### config.mk
export PLATFORM = sky130hd
export DESIGN_NAME = mem_access_unit
export DESIGN_NICKNAME = d
export VERILOG_FILES = /design/src/rtl/mem_access_unit.sv
export SDC_FILE = /design/constraint.sdc
export NUM_CORES = 1
export LEC_CHECK = 0
export CORE_MARGIN = 4
export CORE_UTILIZATION = 57
export CTS_CLUSTER_DIAMETER = 40
export CTS_CLUSTER_SIZE = 20
export DETAILED_ROUTE_END_ITERATION = 16
export PLACE_DENSITY_LB_ADDON = 0.15
export SETUP_SLACK_MARGIN = 0.3
export SYNTH_ARGS = -nofsm -noshare
export SYNTH_HDL_FRONTEND = slang
export SYNTH_SLANG_ARGS = --single-unit
### constraint.sdc
create_clock -name clk -period 6.65 [get_ports clk]
set_input_delay 1.6625 -clock clk [delete_from_list [all_inputs] [get_ports clk]]
set_output_delay 1.6625 -clock clk [all_outputs]
set_load 0.01 [all_outputs]
### src/rtl/mem_access_unit.sv
// Load/store sequencer between the memory stage and a word-organised data RAM.
// Splits word-crossing accesses into several RAM cycles and extends load data.
module mem_access_unit #(
   parameter logic [31:0] MEM_BASE  = 32'h0001_0000,
   parameter logic [31:0] MEM_LIMIT = 32'h0002_0000,
   parameter logic [5:0]  NOP_CODE  = 6'h3f,
   parameter logic [5:0]  ALU_SB    = 6'h10,
   parameter logic [5:0]  ALU_SH    = 6'h11,
   parameter logic [5:0]  ALU_SW    = 6'h12
) (
   input  logic        clk,
   input  logic        rst_n,
   input  logic        req_valid,
   output logic        req_ready,
   input  logic        req_store,
   input  logic [1:0]  req_size,
   input  logic        req_unsigned,
   input  logic [31:0] req_addr,
   input  logic [31:0] req_wdata,
   output logic        resp_valid,
   output logic [31:0] resp_rdata,
   output logic        resp_err,
   output logic [31:0] mem_addr,
   output logic [31:0] mem_wdata,
   output logic [5:0]  mem_alucode,
   input  logic [31:0] mem_rdata
);

   localparam logic [2:0] S_IDLE = 3'd0;
   localparam logic [2:0] S_LD0  = 3'd1;
   localparam logic [2:0] S_LD1  = 3'd2;
   localparam logic [2:0] S_ST   = 3'd3;
   localparam logic [2:0] S_RESP = 3'd4;

   logic [2:0]  state;
   logic [31:0] addr_q;
   logic [31:0] wdata_q;
   logic [1:0]  size_q;
   logic        store_q;
   logic        uns_q;
   logic        cross_q;
   logic        err_q;
   logic [63:0] buf_q;
   logic [1:0]  cnt_q;

   logic [2:0]  req_n;
   logic [32:0] req_end;
   logic        req_err;
   logic        req_cross;
   logic        last_byte;
   logic [31:0] shifted;
   logic [7:0]  store_byte;
   logic [31:0] load_data;

   // Request derivation; 33-bit end address so a 32-bit wrap lands out of range.
   always_comb begin
      // NOTE: every variable gets a default first so no latch is inferred.
      req_n = 3'd4;
      case (req_size)
         2'd0:    req_n = 3'd1;
         2'd1:    req_n = 3'd2;
         default: req_n = 3'd4;
      endcase
   end

   assign req_end   = {1'b0, req_addr} + 33'(req_n) - 33'd1;
   assign req_err   = (req_size == 2'd3) || (req_addr < MEM_BASE) ||
                      (req_end >= {1'b0, MEM_LIMIT});
   assign req_cross = ({1'b0, req_addr[1:0]} + req_n) > 3'd4;

   // Only halves and words can cross, so the last split byte index is 1 or 3.
   assign last_byte = (cnt_q == ((size_q == 2'd1) ? 2'd1 : 2'd3));

   always_ff @(posedge clk or negedge rst_n) begin
      if (!rst_n) begin
         state   <= S_IDLE;
         addr_q  <= '0;
         wdata_q <= '0;
         size_q  <= '0;
         store_q <= 1'b0;
         uns_q   <= 1'b0;
         cross_q <= 1'b0;
         err_q   <= 1'b0;
         buf_q   <= '0;
         cnt_q   <= '0;
      end else begin
         // NOTE: non-blocking assignments keep every register update on the same edge.
         case (state)
            S_IDLE: begin
               if (req_valid) begin
                  addr_q  <= req_addr;
                  wdata_q <= req_wdata;
                  size_q  <= req_size;
                  store_q <= req_store;
                  uns_q   <= req_unsigned;
                  cross_q <= req_cross;
                  err_q   <= req_err;
                  buf_q   <= '0;
                  cnt_q   <= '0;
                  if (req_err)        state <= S_RESP;
                  else if (req_store) state <= S_ST;
                  else                state <= S_LD0;
               end
            end
            S_LD0: begin
               buf_q[31:0] <= mem_rdata;
               state       <= cross_q ? S_LD1 : S_RESP;
            end
            S_LD1: begin
               buf_q[63:32] <= mem_rdata;
               state        <= S_RESP;
            end
            S_ST: begin
               if (!cross_q || last_byte) state <= S_RESP;
               else                       cnt_q <= cnt_q + 2'd1;
            end
            S_RESP:  state <= S_IDLE;
            default: state <= S_IDLE;
         endcase
      end
   end

   assign shifted    = 32'(buf_q >> {addr_q[1:0], 3'b000});
   assign store_byte = 8'(wdata_q >> {cnt_q, 3'b000});

   always_comb begin
      load_data = shifted;
      case (size_q)
         2'd0:    load_data = uns_q ? {24'd0, shifted[7:0]}  : {{24{shifted[7]}}, shifted[7:0]};
         2'd1:    load_data = uns_q ? {16'd0, shifted[15:0]} : {{16{shifted[15]}}, shifted[15:0]};
         default: load_data = shifted;
      endcase
   end

   assign req_ready  = (state == S_IDLE);
   assign resp_valid = (state == S_RESP);
   assign resp_err   = resp_valid && err_q;
   assign resp_rdata = (resp_valid && !err_q && !store_q) ? load_data : 32'd0;

   // RAM port decodes only from registered state.
   always_comb begin
      mem_addr    = 32'd0;
      mem_wdata   = 32'd0;
      mem_alucode = NOP_CODE;
      case (state)
         S_LD0: mem_addr = {addr_q[31:2], 2'b00};
         S_LD1: mem_addr = {addr_q[31:2], 2'b00} + 32'd4;
         S_ST: begin
            if (cross_q) begin
               mem_addr    = addr_q + 32'(cnt_q);
               mem_wdata   = {24'd0, store_byte};
               mem_alucode = ALU_SB;
            end else begin
               mem_addr  = addr_q;
               mem_wdata = wdata_q;
               case (size_q)
                  2'd0:    mem_alucode = ALU_SB;
                  2'd1:    mem_alucode = ALU_SH;
                  default: mem_alucode = ALU_SW;
               endcase
            end
         end
         default: begin
            mem_addr    = 32'd0;
            mem_wdata   = 32'd0;
            mem_alucode = NOP_CODE;
         end
      endcase
   end

endmodule
# == After elaboration in Yosys (flattened, before gate mapping) ==
# Cells that the tools add are included.
# word_totals
mem_bits_rw,0
inputBits,103
latchBits,0
romBits,0
output_inout_bits,105
elab_cells,78
regBits,139
memories,0
# classes
n_mul,0
n_bitwise,0
addsub,6
order_cmp,3
div,0
n_eq_ne,11
mux,25
n_reduce_logical,20
shifts,2
# ops
operator,n
$mux W32,6
$pmux W32 S2,3
$pmux W32 S3,1
$mux W64,1
$shr A64 B5 Y32,1
$add A32 B3 Y33,1
$ge A33 B18 Y1 const B,1
$sub A33 B1 Y33 const B,1
$add A32 B2 Y32,1
$add A32 B3 Y32 const B,1
$lt A32 B17 Y1 const B,1
$shr A32 B5 Y8,1
$mux W3,4
$pmux W3 S4,1
$mux W2,5
$pmux W2 S2,2
$reduce_and A2 Y1,4
$eq A3 B2 Y1 const B,2
$mux W6,1
$ne A2 B2 Y1 const B,3
$pmux W3 S2,1
$reduce_bool A2 Y1,3
$eq A2 B1 Y1 const B,2
$logic_not A2 Y1,2
12 further kinds,18

# == Longest topological paths before layout ==
# Gate-level depths: netlist of run 1.
# logic_depth
word_depth,9
ltp_mapped,16
mapped_depth_nobuf,16

# == Worst setup path before layout of run 1 ==
# No wires, ideal clock.
# synth_timing
kind,input to register
from,in req_size[1]
to,reg state[1]
arrival_time_ns,4.653
n_path_buf,0
required_ns,6.584
path_slack_ns,1.931
setup_time_ns,0.066
stages,15
cell_sequence,or2_2 -> ha_1 -> inv_1 -> ha_1 -> inv_1 -> fa_1 -> nand2b_1 -> a21oi_1 -> o21ai_0 -> nor3b_1 -> a211oi_1 -> nand4_1 -> or4_4 -> or4b_1 -> nand2_1
# synth_via
elab_chain_len,9
word_cells_on_any_way,12
cone_classes,add/sub (2); order compare (1); eq/ne (2); mux (4); reduce/logical (3)
# synth_rtl
item,line_no,text
start: declaration,16,"input logic [1:0] req_size,"
$eq A2 B1 Y1 / $logic_not A2 Y1 (equally long branches),59,case (req_size)
$pmux W3 S2,59,
$add A32 B3 Y33,66,"assign req_end = {1'b0, req_addr} + 33'(req_n) - 33'd1;"
$sub A33 B1 Y33,66,
$ge A33 B18 Y1,68,"(req_end >= {1'b0, MEM_LIMIT});"
$logic_or A1 B1 Y1 (*),67,assign req_err = (req_size == 2'd3) || (req_addr < MEM_BASE) ||
$mux W3 (*),100,if (req_err) state <= S_RESP;
$mux W3 (*),90,if (req_valid) begin
$pmux W3 S4 (*),88,case (state)
end signal: assignment,107,state <= cross_q ? S_LD1 : S_RESP;
end: declaration,35,logic [2:0] state;
# Mark *: on every way between the ends. The rest lies on a longest branch, timed or not. The select of a mux whose other input is x is not followed.
# A chain may end at the register's enable or synchronous reset.

# == Worst setup path in the final report of run 1 ==
# layout_timing
from,reg cnt_q[1]
to,out mem_addr[31]
# layout_via
elab_chain_len,3
# layout_rtl
item,line_no,text
start: declaration,44,logic [1:0] cnt_q;
start signal: assignment,115,else cnt_q <= cnt_q + 2'd1;
$add A32 B2 Y32,150,mem_addr = addr_q + 32'(cnt_q);
$mux W32,149,if (cross_q) begin
$pmux W32 S3,145,case (state)
end: declaration,23,"output logic [31:0] mem_addr,"
# Every way passes these cells.

==> results of run 1 <==
state kept, by name (all words and copies together) (netlist names):
signal   flops
store_q      1
cross_q      1
state        3
addr_q      32
buf_q       56
uns_q        1
size_q       2
err_q        1
wdata_q     32
cnt_q        2
power groups by stage:
stage	sequential, W	combinational (W)	clock [W]
3_5_place_dp	0.00124	0.000989	0
5_1_grt	0.00127	0.00111	0.00107
3_3_place_gp	0.00124	0.000960	0
4_1_cts	0.00124	0.000997	0.00102
2_1_floorplan	0.00113	0.000731	0
6_report	0.00125	0.00100	0.00102
final cells by class:
cell class              count  share of cell area (%)
inverters                  56                    1.65
flip-flops and latches    131                    25.8
clock inverters            14                    1.58
clock buffers              18                    3.37
repair buffers            220                    17.0
multi-input cells        1015                    48.4
well taps                 225                    2.21
worst max-delay path: cells and delay by family, from the launching register on:
family | cells | cell delay, ns
flip-flops | 1 | 0.82
buffers and inverters | 1 | 0.61
adder cells (fa/ha/maj) | 1 | 0.37
AND/OR/NAND/NOR | 2 | 0.48
AO/OA/AOI/OAI | 3 | 1.38
cells by family after synthesis:
| kind of cell | Yosys count |
|---|---|
| adder cells (fa/ha/maj) | 51 |
| buffers and inverters | 135 |
| AO/OA/AOI/OAI | 273 |
| other | 1 |
| flip-flops | 131 |
| AND/OR/NAND/NOR | 631 |
| XOR/XNOR | 6 |
| multiplexers | 53 |
per-stage QoR:
stage / util, % / worst slack, ns / instance area (µm²) / instances
2_1_floorplan: - / 1.93 / 9940 / 1281
4_1_cts: 74.1 / 1.01 / 12700 / 1679
5_1_grt: 74.1 / 0.725 / 12700 / 1679
3_3_place_gp: 70.5 / 1.10 / 12100 / 1647
3_5_place_dp: 70.5 / 0.941 / 12100 / 1647
6_report: 74.1 / 0.911 / 12700 / 1679
synth_stat cells (all sizes together) (3+ instances only):
cell type	count
nand2b	16
ha	48
nand2	312
buf	17
or3b	3
nand3b	6
nor2	108
xor2	3
mux2	5
a22oi	11
a32oi	4
o31ai	5
a211oi	6
a31oi	4
nor2b	22
o21ai	100
and3	35
or3	9
or4	3
nand3	59
fa	3
a211o	5
o211ai	9
xnor2	3
dfrtp	131
o21a	5
nand4	6
mux4	29
nor3	17
nor3b	10
mux2i	19
clkbuf	62
a21oi	79
nor4	7
or2	8
and2	3
inv	55
o221a	7
a21o	10
final timing paths:
kind	from	endpoint	depth (start not counted)
worst min register to register	wdata_q[7]	wdata_q[7]	2
min in group asynchronous	rst_n	buf_q[12]	1
max in group asynchronous	rst_n	addr_q[0]	2
worst max register to register	state[1]	buf_q[36]	7
worst max-delay path	cnt_q[1]	mem_addr[31]	7
worst min-delay path	wdata_q[7]	wdata_q[7]	2
per-layer routing:
| metal | wire length [µm] | vias up | part of all wire (%) | track usage, % |
|---|---|---|---|---|
| met5 | 0 | - | 0 | 0 |
| met4 | 992 | 0 | 3.1 | 11.4 |
| met3 | 2320 | 75 | 7.1 | 5.02 |
| met2 | 16000 | 461 | 49 | 55.7 |
| met1 | 13200 | 4845 | 41 | 42.9 |
| li1 | - | 4777 | - | - |
==> summary.md, run 1 <==
* final hold vios: 0
* most common library cell in the layout ignoring fill and taps: sky130_fd_sc_hd__nand2_1
* type of the worst setup path: register to output pin
* final clock period utilization by the worst path: 86.3%
* final weighted congestion in routability-driven placement: 0.933
* number of instances in the synthesized netlist: 1281
* max-slew violation count: 0
* overall die area: 0.0196 mm²
* maximum number of pins on one net before global-route repair: 93
* net switching power: 0.00125 W
* total area of multi-input combinational cells: 0.00617 mm²
* number of enable-type register cells in the synthesized netlist: 0
* overall overflow remaining after global route: 0
* share of post-route cells with drive strength above 1: 7.63%
* final sum of negative setup slack: 0 ns
* antenna diode count: 0
* adder-cell share of the synthesized area: 6.64%
* relative contribution of the clock network to total power: 31.3%
* startpoint type of the worst setup path: register
* number of inserted filler cells in the final layout: 1351
* Worst setup EP type: output pin
* most instantiated flip-flop cell in the synthesis netlist: sky130_fd_sc_hd__dfrtp_1
* P per Cell Area: 257 mW/mm²
* clock-pin slew on the worst setup and hold paths: 0.06 ns
* Synth Area in XOR/XNOR: 0.528%
* top library cells by usage in the layout, fill and taps aside: sky130_fd_sc_hd__nand2_1 (311), sky130_fd_sc_hd__clkdlybuf4s50_1 (205), sky130_fd_sc_hd__dfrtp_1 (130)
* Final Routed Wirelength: 32500 µm
* cells along the critical path: ha_1 > a21o_1 > and2_1 > a21oi_1 > a22oi_1 > nor2_1 > clkdlybuf4s50_1
* wire length of the first global-routing pass: 51500 µm
* post-synthesis sequential area ratio: 33.0%
* data arrival time at the worst-slack endpoint: 4.08 ns
* crit path time final: 5.74 ns
* flip-flop and latch count after synthesis: 131
* Max H-tree Level: 4
* Routed Antenna Nets: 0
* cell area after synthesis: 0.00994 mm²
* hold slack: 0.480 ns
* syn_area_per_cell: 7.76 µm²
* proportion of register bits with asynchronous set or reset after synthesis: 100%
* TritonCTS clock tree: yes
* count of buffers added by post-CTS timing repair for setup: 0
* mux share of post-synthesis cell area: 9.05%
* share of power burned in registers: 38.1%
* cell with the biggest individual delay on the critical path: sky130_fd_sc_hd__a21oi_1
* Synth cell types: 73
* headroom to the max-slew limit: 18.2%
* compound-cell area share of the yosys netlist: 16.8%
* MaxCap Viol Count: 0
* unrepaired setup endpoints after global routing: false
* largest family of logic cells by synthesized area: simple AND/OR/NAND/NOR gates
* quantity of I/O buffers inserted on ports: 206
* total via count in the routed design: 10200
* # rows: 48
* initial DRC count: 911
* Yosys warning total: 0
* peak per-stage delay on the critical path: 0.98 ns
* leakage power summed over all cells: 5.62 nW
* drt first pass iters: 5
* Synth Area in Simple Gates: 28.8%
* Die Y: 140 µm
* layout-stage area growth over the synthesis result: 28.0%
* Bufs on Longest Clock Path: 2
* via count normalized by instance count: 6.05
* Resize count post-CTS: 0
* overall die width: 140 µm
* cell type contributing the most total cell area after synthesis: sky130_fd_sc_hd__dfrtp_1
* peak ir drop on the vdd network: 205 µV
* relative contribution of combinational cells to total power: 30.6%
* initial antenna violation count: 0
* final worst clock skew: 0.00588 ns
* per-cell routed wire length: 19.4 µm
* final number of setup-violating endpoints: 0
* critical path data required time: 4.99 ns
* switching portion of total power: 38.4%
* design internal power: 0.00201 W
* Inserted Clock Buffers: 17
* placeable core area: 0.0172 mm²
* post-route total power: 0.00327 W
* Clock Sink Count: 131
* run status: complete, no violations
* post-route DRC violation count: 0
* register area: 0.00328 mm²
* R2R Setup Slk: 3.84 ns
* HPWL Detailed: 24000 µm
* measured slew at the worst slew-check pin: 1.23 ns
* Hold Path Class: register to register
* IO Count: 208
* clock root buffer: sky130_fd_sc_hd__clkbuf_16
* clock insertion delay at the later pin of the skew report: 0.43 ns
* maximum operating frequency: 174 MHz
* final-stage net count: 1595
* maximum net fanout on the critical path: 22
* Initial Util: 57.9%
* hold-fix buffer count after cts: 0
* net count of the mapped netlist: 1435
* leading post-synthesis cells by cell area: sky130_fd_sc_hd__dfrtp_1 (33%), sky130_fd_sc_hd__nand2_1 (12%), sky130_fd_sc_hd__mux4_2 (6.6%), sky130_fd_sc_hd__ha_1 (6.0%), sky130_fd_sc_hd__o21ai_0 (4.9%)
* Total GRT Usage: 32.8%
* area share of the largest cell type after synthesis: 33.0%
* via count of the first global-routing pass: 9792
(Power assumes the default switching activity.)
==> run 2: changes to the inputs <==
--- a/config.mk
+++ b/config.mk
@@ -8,9 +8,10 @@
 export CORE_MARGIN = 4
 export CORE_UTILIZATION = 57
 export CTS_CLUSTER_DIAMETER = 40
-export CTS_CLUSTER_SIZE = 20
+export CTS_CLUSTER_SIZE = 16
 export DETAILED_ROUTE_END_ITERATION = 16
-export PLACE_DENSITY_LB_ADDON = 0.15
+export PLACE_DENSITY_LB_ADDON = 0.12
+export REMOVE_ABC_BUFFERS = 1
 export SETUP_SLACK_MARGIN = 0.3
 export SYNTH_ARGS = -nofsm -noshare
 export SYNTH_HDL_FRONTEND = slang
==> summary.md, run 2 (synthesis results as in run 1) <==
* maximum net fanout on the critical path: 23, +4.5%
* critical path data required time: 4.99 ns, about the same
* Hold Path Class: register to register
* most common library cell in the layout ignoring fill and taps: sky130_fd_sc_hd__nand2_1
* overall die area: 0.0196 mm², unchanged
* final worst clock skew: 0.00900 ns, +0.00313 ns
* drt first pass iters: 5, unchanged
* antenna diode count: 0, unchanged
* maximum number of pins on one net before global-route repair: 86, -7.5%
* launching instance or port of the critical path: cnt_q[0]
* Initial Util: 57.9%, unchanged
* overall die width: 140 µm, unchanged
* maximum operating frequency: 177 MHz, +1.3%
* peak per-stage delay on the critical path: 0.89 ns, -0.09 ns
* Bufs and invs on worst path: 1, unchanged
* Worst setup EP type: output pin
* Bufs on Longest Clock Path: 2, unchanged
* final weighted congestion in routability-driven placement: 1.06, +14%
* number of cells on the worst reg-to-reg path: 7, unchanged
* startpoint type of the worst setup path: register
* layout-stage area growth over the synthesis result: 27.4%
* type of the worst setup path: register to output pin
* register with the most flip-flops: buf_q
* share of post-route cells with drive strength above 1: 7.64%, +0.011 points
* largest registers: buf_q: 56 flops, addr_q: 32 flops, wdata_q: 32 flops
* P per Cell Area: 247 mW/mm², -3.7%
* Top delay family on crit path: compound AO/OA/AOI/OAI gates
* post-route total power: 0.00313 W, -4.2%
* Inserted Clock Buffers: 17, unchanged
* worst slack at placement: 1.08 ns, +0.141 ns
* post-route DRC violation count: 0, unchanged
* final number of setup-violating endpoints: 0, unchanged
* Die Y: 140 µm, unchanged
* TritonCTS clock tree: yes
* cells along the critical path: ha_1 > fa_1 > a31oi_1 > o21ai_0 > a21oi_1 > clkdlybuf4s50_1
* via count normalized by instance count: 6.12, +1.2%
* final sum of negative setup slack: 0 ns, unchanged
* MaxCap Viol Count: 0, unchanged
* data arrival time at the worst-slack endpoint: 4.00 ns, -0.08 ns
* # rows: 48, unchanged
* leakage power summed over all cells: 5.58 nW, -0.73%
* final hold vios: 0, unchanged
* count of buffers added by post-CTS timing repair for setup: 0, unchanged
* cell depth of the worst setup path: 6, -1
* placeable core area: 0.0172 mm², unchanged
* total non-filler cell area in the finished layout: 0.0127 mm², -0.52%
* Total GRT Usage: 32.1%, -0.64 points
* clock root buffer: sky130_fd_sc_hd__clkbuf_16
* hold-fix buffer count after cts: 0, unchanged
* clock insertion delay at the later pin of the skew report: 0.43 ns, about the same
* post-placement cell area: 0.0121 mm², about the same
* initial DRC count: 995, +9.2%
* Max H-tree Level: 4, unchanged
* total via count in the routed design: 10300, +1.1%
* peak ir drop on the vdd network: 197 µV, -4.1%
* worst setup margin: 0.985 ns, +0.0746 ns
* Resize count post-CTS: 0, unchanged
* HPWL Detailed: 22900 µm, -4.6%
* headroom to the max-slew limit: 16.9%, -1.3 points
* overall overflow remaining after global route: 0, unchanged
* wire length of the first global-routing pass: 50800 µm, -1.3%
* quantity of I/O buffers inserted on ports: 206, unchanged
* unrepaired setup endpoints after global routing: false
* per-cell routed wire length: 19.0 µm, -1.8%
* top library cells by usage in the layout, fill and taps aside: sky130_fd_sc_hd__nand2_1 (311), sky130_fd_sc_hd__clkdlybuf4s50_1 (205), sky130_fd_sc_hd__dfrtp_1 (129)
* Largest register FFs: 56, unchanged
* crit path time final: 5.66 ns, -0.0746 ns
* endpoint of the worst register-to-register path: buf_q[44]
* Clock Sink Count: 131, unchanged
* IO Count: 208, unchanged
* source of the worst register-to-register timing path: state[2]
* clock-pin slew on the worst setup and hold paths: 0.06 ns, about the same
* Routed Antenna Nets: 0, unchanged
* Final Routed Wirelength: 31900 µm, -1.9%
* final design utilization: 73.7%, -0.39 points
* final-stage net count: 1594, -0.063%
* initial antenna violation count: 1, +1
* run status: complete, no violations
* measured slew at the worst slew-check pin: 1.24 ns, +0.0140 ns
* endpoint of the most critical setup path: mem_addr[28]
* via count of the first global-routing pass: 9894, +1.0%
* final clock period utilization by the worst path: 85.2%, -1.1 points
* R2R Setup Slk: 3.68 ns, -0.16 ns
* max-slew violation count: 0, unchanged
* cell with the biggest individual delay on the critical path: sky130_fd_sc_hd__a31oi_1
-- run 2: cell count changes in the layout (fill, tap and decap cells not counted) --
cell,change
sky130_fd_sc_hd__bufinv_16,-3
sky130_fd_sc_hd__nor2_2,-1
sky130_fd_sc_hd__nor2_4,+1
sky130_fd_sc_hd__clkinvlp_4,+2
sky130_fd_sc_hd__clkbuf_1,-1
sky130_fd_sc_hd__dfrtp_2,+1
sky130_fd_sc_hd__dfrtp_1,-1
sky130_fd_sc_hd__buf_4,-1
sky130_fd_sc_hd__clkbuf_8,+1
-- run 2: worst min-delay path by stage --
stage / from / endpoint / slack (ns) / cells past startpoint
after floorplan: store_q / store_q / 0.44 / 2
after global placement: wdata_q[7] / wdata_q[7] / 0.45 / 2
after detailed placement: wdata_q[7] / wdata_q[7] / 0.46 / 2
after CTS: wdata_q[7] / wdata_q[7] / 0.47 / 2
after global routing: wdata_q[1] / wdata_q[1] / 0.51 / 2
final: wdata_q[7] / wdata_q[7] / 0.47 / 2
-- run 2: power by group --
part / internal (W) / total [W] / switching, W
Combinational: 0.000390 / 0.00100 / 0.000611
Clock: 0.000527 / 0.000900 / 0.000373
Sequential: 0.000993 / 0.00123 / 0.000238
Total: 0.00191 / 0.00313 / 0.00122
-- run 2: tightest hold or removal path, cell delays in order (launching register included) --
cell and delay [ns]:
sky130_fd_sc_hd__dfrtp_1 0.33, sky130_fd_sc_hd__nand2_1 0.05, sky130_fd_sc_hd__nand2_1 0.06
-- run 2: area by class of cell --
cell class                      instances  area, µm²
Clock inverter                         13        126
Sequential cell                       131       3280
Inverter                               56        210
Multi-Input combinational cell       1015       6170
Clock buffer                           18        439
Tap cell                              225        282
Timing Repair Buffer                  219       2160
Fill cell                            1370       4510
-- run 2: metrics by stage --
| stage | cells | hold slack, ns |
|---|---|---|
| 2_1_floorplan | 1202 | 0.440 |
| 3_3_place_gp | 1646 | 0.452 |
| 3_5_place_dp | 1646 | 0.457 |
| 4_1_cts | 1677 | 0.471 |
| 5_1_grt | 1677 | 0.513 |
| 6_report | 1677 | 0.467 |
-- run 2: metal layers --
layer | wire, µm | track usage (%) | vias up | part of all wire, %
li1 | - | - | 4779 | -
met1 | 12300 | 40.1 | 4907 | 38
met2 | 16000 | 55.6 | 504 | 50
met3 | 2440 | 5.26 | 76 | 7.6
met4 | 1170 | 13.4 | 2 | 3.7
met5 | 10 | 0 | - | 0.031
